===== config.mk =====
export PLATFORM = sky130hd
export DESIGN_NAME = apb_rr_arbiter_flat
export DESIGN_NICKNAME = d
export VERILOG_FILES = /design/src/rtl/apb_rr_arbiter_if.sv /design/src/rtl/apb_rr_arbiter.sv /design/src/flat_wrapper.sv
export SDC_FILE = /design/constraint.sdc
export NUM_CORES = 1
export LEC_CHECK = 0
export CAP_MARGIN = 5
export CORE_MARGIN = 1.5
export CORE_UTILIZATION = 25
export DETAILED_ROUTE_END_ITERATION = 10
export SETUP_SLACK_MARGIN = 0.4
export SLEW_MARGIN = 20
export SYNTH_ARGS = -nofsm -noshare
export SYNTH_HDL_FRONTEND = slang
export SYNTH_SLANG_ARGS = --single-unit

===== constraint.sdc =====
create_clock -name PCLK -period 4.4 [get_ports PCLK]
set_input_delay 1.32 -clock PCLK [delete_from_list [all_inputs] [get_ports PCLK]]
set_output_delay 1.32 -clock PCLK [all_outputs]
set_load 0.1 [all_outputs]

===== src/rtl/apb_rr_arbiter_if.sv =====
// Bundle for the requester handshakes and the shared APB master port of apb_rr_arbiter.
// The master modport is the arbiter's view; slave is the environment (requesters + APB slave).
interface apb_rr_arbiter_if #(
  parameter int unsigned NREQ = 2,
  parameter int unsigned AW   = 32,
  parameter int unsigned DW   = 32
);
  logic [NREQ-1:0]    req_valid;
  logic [NREQ-1:0]    req_write;
  logic [NREQ*AW-1:0] req_addr;
  logic [NREQ*DW-1:0] req_wdata;
  logic [NREQ-1:0]    req_ready;
  logic [NREQ-1:0]    rsp_valid;
  logic [DW-1:0]      rsp_rdata;
  logic               rsp_err;

  logic               PSEL;
  logic               PENABLE;
  logic               PWRITE;
  logic [AW-1:0]      PADDR;
  logic [DW-1:0]      PWDATA;
  logic [DW-1:0]      PRDATA;
  logic               PREADY;
  logic               PSLVERR;

  modport master (
    input  req_valid, req_write, req_addr, req_wdata, PRDATA, PREADY, PSLVERR,
    output req_ready, rsp_valid, rsp_rdata, rsp_err, PSEL, PENABLE, PWRITE, PADDR, PWDATA
  );

  modport slave (
    output req_valid, req_write, req_addr, req_wdata, PRDATA, PREADY, PSLVERR,
    input  req_ready, rsp_valid, rsp_rdata, rsp_err, PSEL, PENABLE, PWRITE, PADDR, PWDATA
  );
endinterface


===== src/rtl/apb_rr_arbiter.sv =====
// Round-robin scheduler sharing one APB master port among NREQ requesters,
// with SETUP/ACCESS sequencing, wait states, PSLVERR and an optional ACCESS watchdog.
module apb_rr_arbiter #(
  parameter int unsigned NREQ    = 2,
  parameter int unsigned AW      = 32,
  parameter int unsigned DW      = 32,
  parameter int unsigned TIMEOUT = 16
) (
  input  logic                PCLK,
  input  logic                PRESET,
  apb_rr_arbiter_if.master    bus
);

  localparam int unsigned GW      = (NREQ > 1) ? $clog2(NREQ) : 1;
  localparam int unsigned CW      = (TIMEOUT > 1) ? $clog2(TIMEOUT) : 1;
  localparam int unsigned TO_LAST = (TIMEOUT > 0) ? TIMEOUT - 1 : 0;

  typedef enum logic [1:0] {IDLE, SETUP, ACCESS} state_t;

  state_t            state_q, state_d;
  logic              psel_q, psel_d;
  logic              penable_q, penable_d;
  logic              pwrite_q, pwrite_d;
  logic [AW-1:0]     paddr_q, paddr_d;
  logic [DW-1:0]     pwdata_q, pwdata_d;
  logic [NREQ-1:0]   req_ready_q, req_ready_d;
  logic [NREQ-1:0]   rsp_valid_q, rsp_valid_d;
  logic [DW-1:0]     rsp_rdata_q, rsp_rdata_d;
  logic              rsp_err_q, rsp_err_d;
  logic [CW-1:0]     wait_q, wait_d;
  logic [GW-1:0]     last_grant_q, last_grant_d;

  logic [AW-1:0]     addr_arr  [NREQ];
  logic [DW-1:0]     wdata_arr [NREQ];
  logic              any_req;
  logic [GW-1:0]     grant_idx;
  int unsigned       cand;

  for (genvar gi = 0; gi < NREQ; gi++) begin : g_unpack
    assign addr_arr[gi]  = bus.req_addr[gi*AW +: AW];
    assign wdata_arr[gi] = bus.req_wdata[gi*DW +: DW];
  end

  // First pending requester searching upward from the one after the last grant.
  always_comb begin
    any_req   = 1'b0;
    grant_idx = last_grant_q;
    cand      = 0;
    for (int unsigned i = 0; i < NREQ; i++) begin
      cand = (32'(last_grant_q) + 32'd1 + i) % NREQ;
      if (!any_req && bus.req_valid[GW'(cand)]) begin
        any_req   = 1'b1;
        grant_idx = GW'(cand);
      end
    end
  end

  // Next-state and next-output logic.
  always_comb begin
    state_d      = state_q;
    psel_d       = psel_q;
    penable_d    = penable_q;
    pwrite_d     = pwrite_q;
    paddr_d      = paddr_q;
    pwdata_d     = pwdata_q;
    req_ready_d  = '0;
    rsp_valid_d  = '0;
    rsp_rdata_d  = rsp_rdata_q;
    rsp_err_d    = rsp_err_q;
    wait_d       = wait_q;
    last_grant_d = last_grant_q;

    unique case (state_q)
      IDLE: begin
        if (any_req) begin
          state_d      = SETUP;
          psel_d       = 1'b1;
          penable_d    = 1'b0;
          pwrite_d     = bus.req_write[grant_idx];
          paddr_d      = addr_arr[grant_idx];
          pwdata_d     = wdata_arr[grant_idx];
          last_grant_d = grant_idx;
          req_ready_d  = NREQ'(1) << grant_idx;
        end
      end
      SETUP: begin
        state_d   = ACCESS;
        penable_d = 1'b1;
        wait_d    = '0;
      end
      ACCESS: begin
        if (bus.PREADY) begin
          state_d     = IDLE;
          psel_d      = 1'b0;
          penable_d   = 1'b0;
          rsp_valid_d = NREQ'(1) << last_grant_q;
          rsp_err_d   = bus.PSLVERR;
          rsp_rdata_d = pwrite_q ? '0 : bus.PRDATA;
        end else if ((TIMEOUT > 0) && (wait_q == CW'(TO_LAST))) begin
          // Watchdog: slave never answered, abort with an error response.
          state_d     = IDLE;
          psel_d      = 1'b0;
          penable_d   = 1'b0;
          rsp_valid_d = NREQ'(1) << last_grant_q;
          rsp_err_d   = 1'b1;
          rsp_rdata_d = '0;
        end else begin
          wait_d = wait_q + CW'(1);
        end
      end
      default: state_d = IDLE;
    endcase
  end

  // State and output registers; reset leaves last_grant at NREQ-1 so requester 0 wins first.
  always_ff @(posedge PCLK) begin
    if (PRESET) begin
      state_q      <= IDLE;
      psel_q       <= 1'b0;
      penable_q    <= 1'b0;
      pwrite_q     <= 1'b0;
      paddr_q      <= '0;
      pwdata_q     <= '0;
      req_ready_q  <= '0;
      rsp_valid_q  <= '0;
      rsp_rdata_q  <= '0;
      rsp_err_q    <= 1'b0;
      wait_q       <= '0;
      last_grant_q <= GW'(NREQ - 1);
    end else begin
      state_q      <= state_d;
      psel_q       <= psel_d;
      penable_q    <= penable_d;
      pwrite_q     <= pwrite_d;
      paddr_q      <= paddr_d;
      pwdata_q     <= pwdata_d;
      req_ready_q  <= req_ready_d;
      rsp_valid_q  <= rsp_valid_d;
      rsp_rdata_q  <= rsp_rdata_d;
      rsp_err_q    <= rsp_err_d;
      wait_q       <= wait_d;
      last_grant_q <= last_grant_d;
    end
  end

  assign bus.PSEL      = psel_q;
  assign bus.PENABLE   = penable_q;
  assign bus.PWRITE    = pwrite_q;
  assign bus.PADDR     = paddr_q;
  assign bus.PWDATA    = pwdata_q;
  assign bus.req_ready = req_ready_q;
  assign bus.rsp_valid = rsp_valid_q;
  assign bus.rsp_rdata = rsp_rdata_q;
  assign bus.rsp_err   = rsp_err_q;

endmodule


===== src/flat_wrapper.sv =====
// flat-port wrapper written by rule: the top's interface ports become plain ports
module apb_rr_arbiter_flat 
#(
  parameter int unsigned NREQ    = 2,
  parameter int unsigned AW      = 32,
  parameter int unsigned DW      = 32,
  parameter int unsigned TIMEOUT = 16
)
  (PCLK, PRESET, bus_req_valid, bus_req_write, bus_req_addr, bus_req_wdata, bus_PRDATA, bus_PREADY, bus_PSLVERR, bus_req_ready, bus_rsp_valid, bus_rsp_rdata, bus_rsp_err, bus_PSEL, bus_PENABLE, bus_PWRITE, bus_PADDR, bus_PWDATA);
  apb_rr_arbiter_if #(.NREQ(NREQ), .AW(AW), .DW(DW)) bus_i ();
  input  logic PCLK;
  input  logic PRESET;
  input wire logic [$bits(bus_i.req_valid)-1:0] bus_req_valid;
  input wire logic [$bits(bus_i.req_write)-1:0] bus_req_write;
  input wire logic [$bits(bus_i.req_addr)-1:0] bus_req_addr;
  input wire logic [$bits(bus_i.req_wdata)-1:0] bus_req_wdata;
  input wire logic [$bits(bus_i.PRDATA)-1:0] bus_PRDATA;
  input wire logic [$bits(bus_i.PREADY)-1:0] bus_PREADY;
  input wire logic [$bits(bus_i.PSLVERR)-1:0] bus_PSLVERR;
  output wire logic [$bits(bus_i.req_ready)-1:0] bus_req_ready;
  output wire logic [$bits(bus_i.rsp_valid)-1:0] bus_rsp_valid;
  output wire logic [$bits(bus_i.rsp_rdata)-1:0] bus_rsp_rdata;
  output wire logic [$bits(bus_i.rsp_err)-1:0] bus_rsp_err;
  output wire logic [$bits(bus_i.PSEL)-1:0] bus_PSEL;
  output wire logic [$bits(bus_i.PENABLE)-1:0] bus_PENABLE;
  output wire logic [$bits(bus_i.PWRITE)-1:0] bus_PWRITE;
  output wire logic [$bits(bus_i.PADDR)-1:0] bus_PADDR;
  output wire logic [$bits(bus_i.PWDATA)-1:0] bus_PWDATA;
  assign bus_i.req_valid = bus_req_valid;
  assign bus_i.req_write = bus_req_write;
  assign bus_i.req_addr = bus_req_addr;
  assign bus_i.req_wdata = bus_req_wdata;
  assign bus_i.PRDATA = bus_PRDATA;
  assign bus_i.PREADY = bus_PREADY;
  assign bus_i.PSLVERR = bus_PSLVERR;
  assign bus_req_ready = bus_i.req_ready;
  assign bus_rsp_valid = bus_i.rsp_valid;
  assign bus_rsp_rdata = bus_i.rsp_rdata;
  assign bus_rsp_err = bus_i.rsp_err;
  assign bus_PSEL = bus_i.PSEL;
  assign bus_PENABLE = bus_i.PENABLE;
  assign bus_PWRITE = bus_i.PWRITE;
  assign bus_PADDR = bus_i.PADDR;
  assign bus_PWDATA = bus_i.PWDATA;
  apb_rr_arbiter #(.NREQ(NREQ), .AW(AW), .DW(DW), .TIMEOUT(TIMEOUT)) u_core (.PCLK(PCLK), .PRESET(PRESET), .bus(bus_i));
endmodule

== After elaboration in Yosys (flattened, before gate mapping) ==
Cells that the tools add are included.

* Reductions and logical operators: 15
* Bitwise gates (word level): 4
* Multiplexer cells: 36
* Shift-type cells: 2
* $lt $le $gt $ge: 4
* Eq/ne operators: 7
* Add/subtract/negate cells: 3

{| class="wikitable"
|+ Operators with widths
! operator !! number
|-
| 2-to-1 mux 32 bit || 9
|-
| 2-to-1 mux 1 bit || 16
|-
| 2-to-1 mux 2 bit || 5
|-
| AND reduction 3 bit || 3
|-
| 2-to-1 mux 4 bit || 2
|-
| one-hot mux 4 bit (2 select lines) || 1
|-
| less-than comparator 1 x 2 -> 1 bit (second input constant) || 3
|-
| one-hot mux 2 bit (3 select lines) || 1
|-
| AND reduction 2 bit || 3
|-
| nonzero test 2 bit || 3
|-
| adder 4 x 1 -> 4 bit (second input constant) || 1
|-
| == test 4 bit (second input constant) || 1
|-
| != test 2 bit (second input constant) || 2
|-
| left shift 1 x 1 -> 2 bit (first input constant) || 2
|-
| != test 3 x 2 -> 1 bit (second input constant) || 1
|-
| inverter 1 bit || 3
|-
| one-hot mux 1 bit (3 select lines) || 1
|-
| nonzero test 3 bit || 1
|-
| OR reduction 3 bit || 1
|-
| adder 1 bit (second input constant) || 2
|-
| == test 2 x 1 -> 1 bit (second input constant) || 1
|-
| == test 2 bit (second input constant) || 1
|-
| >= comparator 2 bit (second input constant) || 1
|-
| zero test 2 bit || 1
|-
| 6 further kinds || 6
|}

* Output and inout bits: 104
* Input bits: 168
* Flip-flop bits (word level): 111
* Word-level logic and storage cells: 83

== Depth between registers and ports, before layout ==
Gate-level depths: netlist of the first run.

* Word-level depth: 11
* Gate-level depth with buffers: 7
* Gate-level depth less buffers: 5

== Least setup slack after synthesis of the first run ==
OpenSTA, ideal clock, no wires.

* Path type: reg-to-output
* Start: reg u_core.pwrite_q (netlist: u_core.bus.PWRITE)
* End: out bus_PWRITE
* Arrival time: 948 ps
* Slack: 2132 ps
* Cell stages (with the launch flop): 1
* Buffers on the path: 0
* Cell sequence: dfxtp_1

{| class="wikitable"
|+ RTL lines
! element !! RTL line !! RTL
|-
| start: declaration || apb_rr_arbiter.sv:23 || <nowiki>logic pwrite_q, pwrite_d;</nowiki>
|-
| start signal: assignment || apb_rr_arbiter.sv:134 || <nowiki>pwrite_q <= pwrite_d;</nowiki>
|-
| end: declaration || flat_wrapper.sv:26 || <nowiki>output wire logic [$bits(bus_i.PWRITE)-1:0] bus_PWRITE;</nowiki>
|}

No word-level cell between the ends.

== Worst setup path after layout of the first run ==
* Start: reg u_core.pwrite_q (netlist: u_core.bus.PWRITE)
* End: out bus_PWRITE

No word-level cell between the ends.

==> results of run 1 <==
## cells by family (layout without fill, tap and decap cells)
| family | count (synthesis) | in the layout | synth area share |
|---|---|---|---|
| buf+inv | 51 | 299 | 0.0495 |
| flops | 111 | 111 | 0.489 |
| simple gates | 150 | 150 | 0.226 |
| compound gates | 121 | 121 | 0.212 |
| fa+ha+maj | 6 | 6 | 0.0165 |
| mux | 3 | 3 | 0.00661 |
## per-stage QoR
step / utilization / total power [mW]
global route: 0.434 / 3.91
finish: 0.434 / 3.76
CTS: 0.433 / 3.80
floorplan: - / 2.42
detailed placement: 0.416 / 2.93
global placement: 0.416 / 2.92
## cell usage in the layout, fill, tap and decap left out, types with 2 or more instances in the layout
cell type / count
clkdlybuf4s50_1: 270
dfxtp_1: 111
nor3b_1: 66
a221o_1: 65
nand2b_1: 37
nand4_1: 33
o21ai_0: 31
clkbuf_16: 9
a21oi_1: 6
ha_1: 6
inv_1: 5
o21ai_1: 5
buf_4: 4
nor2_1: 3
a211oi_1: 3
mux2i_1: 3
buf_12: 3
a31o_2: 2
nand3b_1: 2
a21oi_4: 2
nor4b_1: 2
clkinvlp_4: 2
## flip-flops by register name (all words and copies together) (netlist names)
name / count
u_core.bus.rsp_valid: 2
u_core.bus.req_ready: 2
u_core.bus.PADDR: 32
u_core.state_q: 2
u_core.last_grant_q: 1
u_core.bus.PENABLE: 1
u_core.bus.rsp_err: 1
u_core.bus.PWDATA: 32
u_core.bus.PSEL: 1
u_core.bus.rsp_rdata: 32
u_core.bus.PWRITE: 1
u_core.wait_q: 4
## per-layer routing
metal  vias to the layer above  share of wire
met5                         -              0
met4                         0          0.017
met3                        20          0.097
met2                       221           0.47
met1                      2185           0.41
li1                       2186              -
## how the worst max path moves through the flow
stage / start / slack (ps) / to / depth (start not counted)
3_5_place_dp: bus_PREADY / 1080 / u_core.bus.rsp_rdata[10] / 4
4_1_cts: u_core.bus.PWRITE / 1000 / bus_PWRITE / 1
3_3_place_gp: bus_PREADY / 1160 / u_core.bus.rsp_rdata[24] / 4
2_1_floorplan: u_core.bus.PWRITE / 2130 / bus_PWRITE / 0
6_report: u_core.bus.PWRITE / 1040 / bus_PWRITE / 1
5_1_grt: u_core.bus.PWRITE / 1000 / bus_PWRITE / 1
## Yosys cell counts, types with 5 or more instances
cell and n:
inv_1 5, clkbuf_1 27, a221o_1 65, nand2b_1 37, dfxtp_1 111, o21ai_0 31, nor3b_1 66, a21oi_1 8
nand4_1 33, ha_1 6, o21ai_1 5, buf_2 12
## power by group
group | total (mW) | internal (mW) | switching [mW]
Sequential | 1.21 | 1.13 | 0.0719
Combinational | 1.70 | 0.502 | 1.20
Clock | 0.853 | 0.449 | 0.405
Total | 3.76 | 2.08 | 1.68
## final cells by class
cell class | count | area, sq um
Sequential cell | 111 | 2220
Multi-Input combinational cell | 280 | 2130
Tap cell | 229 | 287
Inverter | 5 | 18.8
Timing Repair Buffer | 278 | 2810
Clock buffer | 9 | 225
Fill cell | 1684 | 10100
Clock inverter | 7 | 78.8
==> run metrics, run 1 <==
Clk Latency, worst-skew pair 350 ps; FF-to-FF Start u_core.state_q[0]; CTS tree built; met2 usage 0.270; PostCTS Resize Cnt 0; status completed; GP Congestion 0.764; PwrDens 484 nW/um^2; Layout area overhead 70.9%; hold path start u_core.bus.rsp_rdata[27]; cts bufs inserted 9; Min-Delay Endpoint u_core.bus.rsp_rdata[27]; Worst path slowest cell clkdlybuf4s50_1; drt pass-1 iters 4; post-synth top area share 0.489; DP Cell Count 902; total grt overflow 0; synthesized cell area around 4500 sq um; share of layout cells above drive strength 1 0.0435; Period Utilization, post-route 0.763; Hold Path Depth 2; register area share after synthesis 0.489; Post-Place Cell Area 7450 sq um; CP endpoint kind primary output; setup tns final 0 ps; HP Class flop to flop; dpl ws around 1100 ps; vias in the first global route around 4600; # nets final 859; maxcap violations 0; DRC Markers 0; Avg WL per Cell 17.1 microns; GRT Util Overall 0.160; Max-slew headroom 0.312; layer with the highest usage met2; r2r setup slk 2380 ps; first-pass GRT wire length 23800 microns; cell taking the most area after synthesis dfxtp_1; VDD IR max 0.278 mV; syn nets 616; min cycle time layout 3360 ps; largest cells by area after synthesis dfxtp_1 49%, a221o_1 14%, nor3b_1 11%; IO Port Bufs 271; Setup violations, final 0; Finished Layout Cells 919; flops & latches, synth about 110; met3 usage 0.0695; clock buffer depth 2; pin count of the biggest net entering global routing 82; delay of the slowest critical-path stage 1210 ps; num ports ~270; initial antenna violation count 0; top_reg_cell synth dfxtp_1; Synth async-reset ratio 0; R2R depth 6; fin. max-slew vios 0; met1 GRT Util 0.182; Clock Sinks roughly 110; Post-synth EDFFs 0; total die area 19000 sq um; CP delay by family, top buffers and inverters; CP Cell Sequence clkdlybuf4s50_1; worst path required time a little over 3000 ps; vias after detailed routing 4612; Fin Hold WS 476 ps; vias per std cell 5.02; Distinct cells, synth 34; Die X about 140 microns; Antenna Nets Post-Route 0; Synth warnings 0; Post-CTS Hold Buffers 0; Crit Reg-Reg Endpoint u_core.bus.PADDR[25]; worst-path maximum fanout 3; Initial Utilization 0.254; post-detail-place hpwl 11000 microns; worst path buffer plus inverter count 1; Critical Path AT just over 2000 ps; fmax 298 MHz; final hold vios 0; Iter 0 DRT Violations 231; Synth Instances 442; H-tree depth 3; Clock Skew 7.94 ps; Crit Path Class flop to primary output; row cnt 49; Avg Synthesized Cell Area 10.3 sq um; Core Region 17900 sq um; diode count 0; WL final 15800 microns; CP Launch Type flop; clk slew on worst S/H paths 80 ps; post-CTS setup buffers 0; Final Cell Area roughly 8000 sq um; P_leak 2.68 nW; RSZ-0062 raised after global routing no; worst slew pin tran 1030 ps; setup ws final approximately 1000 ps; Die Ht between 100 and 150 microns; root buf cell clkbuf_16
(Power assumes the default switching activity.)
==> run 2, diff against run 1 <==
- clock period: 4.4 -> 3.46 ns (I/O delays scaled with it)
==> run 2 against run 1 <==
Net effect:
- count of clock-buffer cells in the layout grew 4
- flip-flop and latch count is the same
- core utilization shrank 1.3 points
- wire length shrank 1.3%
- combinational power grew 24%
- via count shrank 0.91%
- critical path type is now input pin to flop
- sequential share of layout area grew 0.90 points
- worst hold slack lost 3.3 ps
- die area is the same
- global-route usage shrank 0.34 points
==> run metrics, run 2 (synthesis gave the netlist of run 1 again) <==
min cycle time layout 2300 ps; CP endpoint kind flop; Initial Utilization 0.254; drt pass-1 iters 4; top layer in use met4; fin. max-slew vios 0; IO Port Bufs 271; H-tree depth 3; HP Class flop to flop; status completed; fmax 435 MHz; Crit Path Class input pin to flop; worst slew pin tran between 600 and 700 ps; share of layout cells above drive strength 1 0.197; maxcap violations 0; Combinational Power Share 0.443; post-detail-place hpwl 11100 microns; total die area about 19000 sq um; clock buffer depth 2; R2R depth 6; Int Pwr about 2.7 mW; sw frac 0.442; PostCTS Resize Cnt 0; DP Cell Count 907; GP Congestion just under 0.8; PnR Total Power 4.76 mW; Die Ht 138 microns; initial antenna violation count 0; Die X 138 microns; Setup violations, final 0; Core Region about 18000 sq um; GRT Util Overall 0.157; clk slew on worst S/H paths 70 ps; sequential share of power 0.323; Clk Latency, worst-skew pair 350 ps; Clock Skew around 6.8 ps; commonest non-fill, non-tap cells in the layout 166 x clkdlybuf4s50_1, 114 x buf_4, 111 x dfxtp_1; P_leak 2.90 nW; diode count 0; Finished Layout Cells 923; cts bufs inserted 9; CTS tree built; worst path required time 3730 ps; VDD IR max 0.299 mV; total grt overflow 0; Antenna Nets Post-Route 0; worst-path maximum fanout 32; Switch Pwr 2.10 mW; Clock Sinks 111; row cnt 49; final hold vios 0; CP Launch Type input pin; most common cell after layout, fill and taps aside clkdlybuf4s50_1; Clock Power Share 0.235; first-pass GRT wire length 23300 microns; setup tns final 0 ps; WL met2 about 7500 microns; Max-slew headroom 0.575; DRC Markers 0; Post-CTS Hold Buffers 0; wl on met1 6410 microns; Period Utilization, post-route 0.664; Iter 0 DRT Violations ~220; vias per std cell 4.95; PwrDens 632 nW/um^2; Avg WL per Cell 16.8 microns; WL final 15600 microns; Hold Path Depth 2; Layout area overhead 65.7%; met3 WL 1340 microns; # nets final 863; root buf cell clkbuf_16; Fillers between 1500 and 2000; Critical Path AT 2560 ps; pin count of the biggest net entering global routing 68; num ports around 270; vias after detailed routing 4570; RSZ-0062 raised after global routing no; Fin Hold WS 473 ps; vias in the first global route 4567; post-CTS setup buffers 0
## run 2: changes by cell type in the layout (fill, tap and decap cells not counted), moves of 2 or more
cell	previous run	this run
buf_4	4	114
clkbuf_8	0	3
clkdlybuf4s50_1	270	166
clkinvlp_4	2	0
## run 2: path summary, 6_finish.rpt
check	slack (ps)	endpoint	startpoint
max reg2reg	1570	u_core.wait_q[2]	u_core.state_q[0]
min reg2reg	470	u_core.bus.rsp_rdata[3]	u_core.bus.rsp_rdata[3]
min	470	u_core.bus.rsp_rdata[3]	u_core.bus.rsp_rdata[3]
max	1160	u_core.bus.rsp_rdata[25]	bus_PREADY
## run 2: area by class of cell
type / count / area (sq um) / share of cell area
Timing Repair Buffer: 282 / 2560 / 0.340
Sequential cell: 111 / 2220 / 0.295
Multi-Input combinational cell: 280 / 2130 / 0.283
Tap cell: 229 / 287 / 0.0380
Clock buffer: 13 / 270 / 0.0359
Clock inverter: 3 / 47.5 / 0.00631
Inverter: 5 / 18.8 / 0.00249
## run 2: stage by stage
stage                     area, sq um  setup WS [ps]   util
after floorplan                  4550           1470      -
after global placement           7210            839  0.403
after detailed placement         7210            764  0.403
after CTS                        7530           1150  0.421
after global routing             7530            998  0.421
final                            7530           1160  0.421
## run 2: routing by layer
| layer | vias up | track usage |
|---|---|---|
| met2 | 211 | 0.269 |
| met1 | 2145 | 0.184 |
| li1 | 2197 | - |
| met5 | - | 0 |
| met3 | 17 | 0.0423 |
| met4 | 0 | 0.0660 |
## run 2: power by group through the flow
stage | clock network (mW) | registers [mW] | logic [mW]
floorplan | 0 | 2.65 | 0.431
global placement | 0 | 1.56 | 2.11
detailed placement | 0 | 1.56 | 2.12
CTS | 1.16 | 1.54 | 2.12
global route | 1.21 | 1.56 | 2.19
finish | 1.12 | 1.54 | 2.11
## run 2: worst max-delay path, stage by stage
cell and delay, ps:
clkdlybuf4s50_1 500, a31oi_1 460, nor2_1 80, buf_4 250, o21ai_0 220
